### src/rtl/bus_mailbox.sv
// bus_mailbox: register-mapped mailbox with a TX FIFO (bus -> stream) and an
// RX FIFO (stream -> bus). Single-cycle request, registered response one
// cycle later. Both FIFOs are first-word-fall-through.
// Optional feature macro: BUS_MAILBOX_IRQ_EN enables the CTRL register and the
// level interrupt; without it CTRL reads 0 and irq_o is tied low.
module bus_mailbox #(
  parameter int Depth     = 8,
  parameter int DataWidth = 32
) (
  input  logic                 clk_sys_i,
  input  logic                 rst_sys_ni,
  input  logic                 device_req_i,
  input  logic [31:0]          device_addr_i,
  input  logic                 device_we_i,
  input  logic [3:0]           device_be_i,
  input  logic [DataWidth-1:0] device_wdata_i,
  output logic                 device_rvalid_o,
  output logic [DataWidth-1:0] device_rdata_o,
  output logic                 device_err_o,
  output logic                 tx_valid_o,
  input  logic                 tx_ready_i,
  output logic [DataWidth-1:0] tx_data_o,
  input  logic                 rx_valid_i,
  output logic                 rx_ready_o,
  input  logic [DataWidth-1:0] rx_data_i,
  output logic                 irq_o
);

  localparam int AW = $clog2(Depth);
  localparam int CW = AW + 1;

  // FIFO storage (not reset) and occupancy state
  logic [DataWidth-1:0] r_tx_mem [Depth];
  logic [DataWidth-1:0] r_rx_mem [Depth];
  logic [AW-1:0]        r_tx_wptr, r_tx_rptr, r_rx_wptr, r_rx_rptr;
  logic [CW-1:0]        r_tx_cnt, r_rx_cnt;

  // Registered bus response
  logic                 r_rvalid;
  logic [DataWidth-1:0] r_rdata;
  logic                 r_err;

  logic [1:0]           w_sel;
  logic                 w_tx_full, w_tx_empty, w_rx_full, w_rx_empty;
  logic                 w_tx_push, w_tx_pop, w_rx_push, w_rx_pop;
  logic [DataWidth-1:0] w_tx_head, w_rx_head;
  logic [31:0]          w_status32;
  logic [DataWidth-1:0] w_status, w_ctrl_rd;
  logic [DataWidth-1:0] w_rdata;
  logic                 w_err;
  logic                 w_unused;

  // Only addr[3:2] selects a register; the remaining address bits are ignored.
  assign w_unused = ^{device_addr_i[31:4], device_addr_i[1:0]};
  assign w_sel    = device_addr_i[3:2];

  assign w_tx_full  = (r_tx_cnt == CW'(Depth));
  assign w_tx_empty = (r_tx_cnt == {CW{1'b0}});
  assign w_rx_full  = (r_rx_cnt == CW'(Depth));
  assign w_rx_empty = (r_rx_cnt == {CW{1'b0}});

  assign w_tx_head = r_tx_mem[r_tx_rptr];
  assign w_rx_head = r_rx_mem[r_rx_rptr];

  // A full TX FIFO rejects a push even if the stream pops in the same cycle.
  assign w_tx_push = device_req_i & device_we_i & (w_sel == 2'd0) &
                     (device_be_i == 4'hF) & ~w_tx_full;
  assign w_tx_pop  = ~w_tx_empty & tx_ready_i;
  // rx_ready depends on occupancy only, so a same-cycle bus pop of a full
  // RX FIFO does not let the stream push in.
  assign w_rx_push = rx_valid_i & ~w_rx_full;
  assign w_rx_pop  = device_req_i & ~device_we_i & (w_sel == 2'd1) & ~w_rx_empty;

  assign tx_valid_o = ~w_tx_empty;
  assign tx_data_o  = w_tx_head;
  assign rx_ready_o = ~w_rx_full;

  assign w_status32 = {8'h00, 8'(r_rx_cnt), 8'(r_tx_cnt), 4'h0,
                       w_rx_empty, w_rx_full, w_tx_empty, w_tx_full};
  assign w_status   = DataWidth'(w_status32);

`ifdef BUS_MAILBOX_IRQ_EN
  logic r_rx_irq_en, r_tx_irq_en, r_irq;

  // CTRL register: enable bits move only when the low byte lane is enabled
  always_ff @(posedge clk_sys_i or negedge rst_sys_ni) begin
    if (!rst_sys_ni) begin
      r_rx_irq_en <= 1'b0;
      r_tx_irq_en <= 1'b0;
    end else if (device_req_i && device_we_i && (w_sel == 2'd3) && device_be_i[0]) begin
      r_rx_irq_en <= device_wdata_i[0];
      r_tx_irq_en <= device_wdata_i[1];
    end
  end

  // Level interrupt, registered from the current FIFO state
  always_ff @(posedge clk_sys_i or negedge rst_sys_ni) begin
    if (!rst_sys_ni) begin
      r_irq <= 1'b0;
    end else begin
      r_irq <= (r_rx_irq_en & ~w_rx_empty) | (r_tx_irq_en & w_tx_empty);
    end
  end

  assign irq_o     = r_irq;
  assign w_ctrl_rd = {{(DataWidth-2){1'b0}}, r_tx_irq_en, r_rx_irq_en};
`else
  assign irq_o     = 1'b0;
  assign w_ctrl_rd = {DataWidth{1'b0}};
`endif

  // TX storage write
  always_ff @(posedge clk_sys_i) begin
    if (w_tx_push) begin
      r_tx_mem[r_tx_wptr] <= device_wdata_i;
    end
  end

  // RX storage write
  always_ff @(posedge clk_sys_i) begin
    if (w_rx_push) begin
      r_rx_mem[r_rx_wptr] <= rx_data_i;
    end
  end

  // TX pointers and occupancy; simultaneous push/pop leaves the count unchanged
  always_ff @(posedge clk_sys_i or negedge rst_sys_ni) begin
    if (!rst_sys_ni) begin
      r_tx_wptr <= {AW{1'b0}};
      r_tx_rptr <= {AW{1'b0}};
      r_tx_cnt  <= {CW{1'b0}};
    end else begin
      if (w_tx_push) begin
        r_tx_wptr <= r_tx_wptr + AW'(1);
      end
      if (w_tx_pop) begin
        r_tx_rptr <= r_tx_rptr + AW'(1);
      end
      case ({w_tx_push, w_tx_pop})
        2'b10:   r_tx_cnt <= r_tx_cnt + CW'(1);
        2'b01:   r_tx_cnt <= r_tx_cnt - CW'(1);
        default: r_tx_cnt <= r_tx_cnt;
      endcase
    end
  end

  // RX pointers and occupancy; simultaneous push/pop leaves the count unchanged
  always_ff @(posedge clk_sys_i or negedge rst_sys_ni) begin
    if (!rst_sys_ni) begin
      r_rx_wptr <= {AW{1'b0}};
      r_rx_rptr <= {AW{1'b0}};
      r_rx_cnt  <= {CW{1'b0}};
    end else begin
      if (w_rx_push) begin
        r_rx_wptr <= r_rx_wptr + AW'(1);
      end
      if (w_rx_pop) begin
        r_rx_rptr <= r_rx_rptr + AW'(1);
      end
      case ({w_rx_push, w_rx_pop})
        2'b10:   r_rx_cnt <= r_rx_cnt + CW'(1);
        2'b01:   r_rx_cnt <= r_rx_cnt - CW'(1);
        default: r_rx_cnt <= r_rx_cnt;
      endcase
    end
  end

  // Response decode: read data and error for the request in this cycle
  always_comb begin
    w_rdata = {DataWidth{1'b0}};
    w_err   = 1'b0;
    if (device_req_i) begin
      case (w_sel)
        2'd0: begin
          if (device_we_i && ((device_be_i != 4'hF) || w_tx_full)) begin
            w_err = 1'b1;
          end else begin
            w_err = 1'b0;
          end
        end
        2'd1: begin
          if (device_we_i) begin
            w_rdata = {DataWidth{1'b0}};
          end else if (w_rx_empty) begin
            w_err = 1'b1;
          end else begin
            w_rdata = w_rx_head;
          end
        end
        2'd2: begin
          if (device_we_i) begin
            w_rdata = {DataWidth{1'b0}};
          end else begin
            w_rdata = w_status;
          end
        end
        2'd3: begin
          if (device_we_i) begin
            w_rdata = {DataWidth{1'b0}};
          end else begin
            w_rdata = w_ctrl_rd;
          end
        end
        default: begin
          w_rdata = {DataWidth{1'b0}};
          w_err   = 1'b0;
        end
      endcase
    end else begin
      w_rdata = {DataWidth{1'b0}};
      w_err   = 1'b0;
    end
  end

  // Response register: one strobe per accepted request, data zero when idle
  always_ff @(posedge clk_sys_i or negedge rst_sys_ni) begin
    if (!rst_sys_ni) begin
      r_rvalid <= 1'b0;
      r_rdata  <= {DataWidth{1'b0}};
      r_err    <= 1'b0;
    end else begin
      r_rvalid <= device_req_i;
      r_rdata  <= w_rdata;
      r_err    <= w_err;
    end
  end

  assign device_rvalid_o = r_rvalid;
  assign device_rdata_o  = r_rdata;
  assign device_err_o    = r_err;

endmodule

### config.mk
export PLATFORM = sky130hd
export DESIGN_NAME = bus_mailbox
export DESIGN_NICKNAME = d
export VERILOG_FILES = /design/src/rtl/bus_mailbox.sv
export SDC_FILE = /design/constraint.sdc
export NUM_CORES = 1
export LEC_CHECK = 0
export BUFFER_PORTS_ARGS = -buffer_cell sky130_fd_sc_hd__buf_2
export CAP_MARGIN = 10
export CORE_UTILIZATION = 59
export DETAILED_ROUTE_END_ITERATION = 8
export GPL_TIMING_DRIVEN = 0
export PLACE_DENSITY = 0.79
export SLEW_MARGIN = 5
export SYNTH_ARGS = -nofsm -noshare
export SYNTH_HDL_FRONTEND = slang
export SYNTH_SLANG_ARGS = --single-unit
export TNS_END_PERCENT = 10
### constraint.sdc
create_clock -name clk_sys_i -period 6.6 [get_ports clk_sys_i]
set_clock_uncertainty 0.1 [all_clocks]
set_input_delay 0.33 -clock clk_sys_i [delete_from_list [all_inputs] [get_ports clk_sys_i]]
set_output_delay 0.33 -clock clk_sys_i [all_outputs]
set_load 0.05 [all_outputs]
# [After elaboration in Yosys (flattened, before gate mapping)]
# Memory sizes are Yosys's and may differ from the RTL's.
# Index checks and enable logic that the tools add are counted.
[word_totals] n_memories=2 ram_bits=512 word_cells=66 input_bits=106 output_inout_bits=69 ff_bits=54
[op_classes] addsub=8 eq_ne=10 reduce_logical=7 bitwise_logic=14 muxes=16
[memory_table] name="r_rx_mem" words=8 width=32 rd=1 rd_clocked_by_memory_dff=0 write_ports=1 line="34" rtl="logic [DataWidth-1:0] r_rx_mem [Depth];"
[memory_table] name="r_tx_mem" words=8 width=32 rd=1 rd_clocked_by_memory_dff=0 write_ports=1 line="33" rtl="logic [DataWidth-1:0] r_tx_mem [Depth];"
[ops] op="2-to-1 mux 32 bit" count=3
[ops] op="case mux 32 bit (2 select lines)" count=1
[ops] op="2-to-1 mux 20 bit" count=1
[ops] op="case mux 4 bit (2 select lines)" count=2
[ops] op="adder 3 x 1 -> 3 bit, second input constant" count=4
[ops] op="equality test 4 bit, second input constant" count=3
[ops] op="bitwise AND 1 bit" count=9
[ops] op="adder 4 x 1 -> 4 bit, second input constant" count=2
[ops] op="zero test 4 bit" count=2
[ops] op="2-to-1 mux 1 bit" count=8
[ops] op="subtractor 4 x 1 -> 4 bit, second input constant" count=2
[ops] op="equality test 2 x 1 -> 1 bit, second input constant" count=3
[ops] op="equality test 2 bit, second input constant" count=3
[ops] op="inverter 1 bit" count=5
[ops] op="!= test 4 bit, second input constant" count=1
[ops] op="nonzero test 2 bit" count=2
[ops] op="zero test 2 bit" count=1
[ops] op="case mux 1 bit (2 select lines)" count=1
[ops] op="logical AND 1 bit" count=1
[ops] op="logical OR 1 bit" count=1

# [Depth between registers and ports, before layout]
[logic_depth] ltp_word=6 mapped_depth=12 mapped_depth_nobuf=12

# [Worst setup path before layout]
# OpenSTA, ideal clock, no wires.
[synth_timing] path_type="input to register" start="input device_addr_i[2]" end="memory r_tx_mem[1][0], enable pin" setup_slack_ns=1.487 t_required_ns=5.987 t_arrival_ns=4.500 path_stages=6 setup_time_ns=0.513 n_path_buf=0 cell_sequence="inv_1 > ha_1 > nand3_1 > a211oi_2 > inv_1 > nor4b_1"
[synth_between] elab_chain_cells=6
[synth_lines] item="from (decl)" line="13" rtl="input logic [31:0] device_addr_i,"
[synth_lines] item="zero test 2 bit" line="66" rtl="assign w_tx_push = device_req_i & device_we_i & (w_sel == 2'd0) &"
[synth_lines] item="bitwise AND 1 bit (2 in a row)" line="66"
[synth_lines] item="bitwise AND 1 bit" line="67" rtl="(device_be_i == 4'hF) & ~w_tx_full;"
[synth_lines] item="2-to-1 mux 1 bit" line="114" rtl="if (w_tx_push) begin"
[synth_lines] item="2-to-1 mux 1 bit (not written as such)" line="115" rtl="r_tx_mem[r_tx_wptr] <= device_wdata_i;"
[synth_lines] item="to (decl)" line="33"
# Every way passes these cells.

# [Worst setup path in the final report]
[layout_timing] start="register r_tx_cnt[0]" end="memory r_tx_mem[1][15], enable pin"
[layout_between] elab_chain_cells=5
[layout_lines] item="from (decl)" line="36" rtl="logic [CW-1:0] r_tx_cnt, r_rx_cnt;"
[layout_lines] item="from (signal assigned)" line="131" rtl="r_tx_cnt <= {CW{1'b0}};"
[layout_lines] item="from (signal assigned)" line="140" rtl="2'b10: r_tx_cnt <= r_tx_cnt + CW'(1);"
[layout_lines] item="from (signal assigned)" line="141" rtl="2'b01: r_tx_cnt <= r_tx_cnt - CW'(1);"
[layout_lines] item="equality test 4 bit" line="57" rtl="assign w_tx_full = (r_tx_cnt == CW'(Depth));"
[layout_lines] item="inverter 1 bit" line="67"
[layout_lines] item="bitwise AND 1 bit" line="67"
[layout_lines] item="2-to-1 mux 1 bit" line="114"
[layout_lines] item="2-to-1 mux 1 bit (not written as such)" line="115"
# Every way passes these cells.

==> run summary <==
Synth cell types: 50
FMAX: 281 MHz
Synth Register Bits: 566
Crit. End Element: flip-flop
gpl congestion: 0.745
# rows: 69
largest cells by area after synthesis: edfxtp_1, mux4_2, dfrtp_1
# port buffers: 143
total number of vias: 10,657
asr flop ratio synth: 0.0954
CTS root buffer: clkbuf_16
fin util: 0.725
Post-Route WL: 44.3 mm
worst skew pair latency: 590 ps
post-DP HPWL: 27.6 mm
Core ar.: 35,800 sq um
hold_buf cts: 67
Post-Syn Instances: 985
NumNets Final: 1,416
number of H-tree levels: 2
area leader, netlist: edfxtp_1
Antenna Nets Post-Route: 0
syn_area_per_cell: 21.9 sq um
maximum VDD drop: 0.000303 V
Rel. slew slack: 0.440
Initial DRT Pass Iterations: 9
register area share after synthesis: 0.774
commonest non-fill, non-tap cells in the layout: edfxtp_1, buf_2, mux4_2
Layout area overhead: 20.2%
first-pass GRT wire length: 67.2 mm
number of remaining DRC errors: 20
DIE AREA: 37,400 sq um
Max FO, Critical Path: 8
vias in the first global route: 11,324
failing checks: DRC
GRT Total Usage: 0.244
multi-input logic area: 4700 sq um
post-synth top area share: 0.711
Tot Pwr: 10.6 mW
Post-CTS Setup Bufs: 0
synthesized area: 21,600 sq um
die height: 193 um
Slew @ Worst Pin: 838 ps
synthesized net count: 1,104
routed len/inst: 24.6 um
Num Clock Sinks: 566
Via density: 5.90
initial core utilization: 0.603
Post-synth EDFFs: 512
fin crit period: 3560 ps
GR Overflow Total: 0
Final period util: 0.540
CP startpoint kind: flip-flop
HP Class: in -> reg
Fin Hold WS: 66.8 ps
type of the worst setup path: reg -> reg
RSZ-0062 raised after global routing: no
CTS tree: built
Yosys warnings: 0
Seq. cell area: 16,700 sq um
Max Cap Violations: 0
Pleak: 9.06 nW
total I/O pin count: 175
Max Slew Vio Count: 0
Iter 0 DRT Violations: 953
worst path required time: 6790 ps
clock-pin slew on the worst setup and hold paths: 60 ps
Setup TNS: 0 ps
crit path DAT: 3750 ps
Longest Clk Path Bufs: 3
top_reg_cell synth: edfxtp_1
final setup fails: 0
post-CTS resize count: 0
initial antenna violation count: 3
Hold Violations, Final: 0
CTS Buf Count: 54
run status: finished, violations left
chip width: 193 um
share of layout cells above drive strength 1: 0.355
commonest non-fill, non-tap cell in the layout: edfxtp_1
filler instances: 1,996
largest net degree at the start of global routing: 55
areal power density over the cells: 409 nW/um^2
-- where the power goes --
group | internal [mW] | total [mW] | leakage [nW] | switching, mW
clock network | 1.78 | 3.04 | 0.859 | 1.26
registers | 4.22 | 4.33 | 5.34 | 0.112
logic | 1.33 | 3.25 | 2.86 | 1.92
-- routing by layer --
layer / global-route usage / part of all wire
met5: 0 / 0
met4: 0.0687 / 0.018
met3: 0.0485 / 0.062
met2: 0.424 / 0.53
met1: 0.316 / 0.39
-- per-stage QoR --
step	std cells	worst slack [ps]	area [sq um]
floorplan	985	1490	21600
CTS	1802	3020	26000
global route	1804	2850	26000
global placement	1589	-1900	22900
finish	1805	3040	26000
detailed placement	1635	2920	23500
-- worst max-delay path, stage by stage (launching register included) --
cell and delay (ps):
dfrtp_1 480, nor3_1 130, a211oi_2 450, inv_1 260, nor4b_2 770, buf_4 300, buf_4 190, buf_4 190
buf_4 190, buf_4 180
-- registers in the layout, summed over array words and instances (netlist names), 3 cells and up --
name / count
r_tx_rptr: 3
r_tx_wptr: 3
r_rx_rptr: 3
r_tx_mem: 256
r_rx_cnt: 4
r_rx_wptr: 3
device_rdata_o: 32
r_rx_mem: 256
r_tx_cnt: 4
-- cell usage after synthesis, types with 6 or more instances --
library cell,number
inv_1,6
xor2_1,10
clkbuf_1,17
dfrtp_1,54
mux2_2,37
buf_4,10
mux4_2,120
nor2_1,32
ha_1,13
xnor2_1,7
mux2i_1,37
buf_2,14
edfxtp_1,512
nand2_1,27
a21oi_1,14
nor3_1,7
o21ai_0,6
a221oi_1,7
-- cell families (layout without fill, tap and decap cells) --
group,Yosys count,count (layout),synth area share
AND/OR/NAND/NOR,99,99,0.0230
buffers and inverters,55,411,0.0135
AO/OA/AOI/OAI,39,39,0.0130
XOR/XNOR,17,17,0.00689
flip-flops,566,566,0.774
other,1,4,0.000173
multiplexers,195,195,0.162
adder cells (fa/ha/maj),13,13,0.00753
-- path summary, 6_finish.rpt --
check	from	end	slack, ps	depth (start not counted)
worst max-delay path	r_tx_cnt[0]$_DFFE_PN0P_	r_tx_mem[1][15]$_DFFE_PP_	3040	9
worst min-delay path	rx_valid_i	r_rx_wptr[1]$_DFFE_PN0P_	70	4
worst max register to register	r_tx_cnt[0]$_DFFE_PN0P_	r_tx_mem[1][15]$_DFFE_PP_	3040	9
worst min register to register	r_rx_wptr[0]$_DFFE_PN0P_	r_rx_wptr[0]$_DFFE_PN0P_	430	2
max in group asynchronous	rst_sys_ni	device_rdata_o[13]$_DFF_PN0_	5590	2
min in group asynchronous	rst_sys_ni	r_rx_cnt[1]$_DFFE_PN0P_	270	2
-- cell type report --
type	count	share of cell area
diodes	3	0.000289
plain buffers	49	0.0104
clock buffers	80	0.0598
clock inverters	20	0.00795
inverters	6	0.000867
multi-input cells	364	0.181
flip-flops and latches	566	0.644
well taps	461	0.0222
repair buffers	256	0.0736
Note: power is estimated with default switching activity, not from simulation.
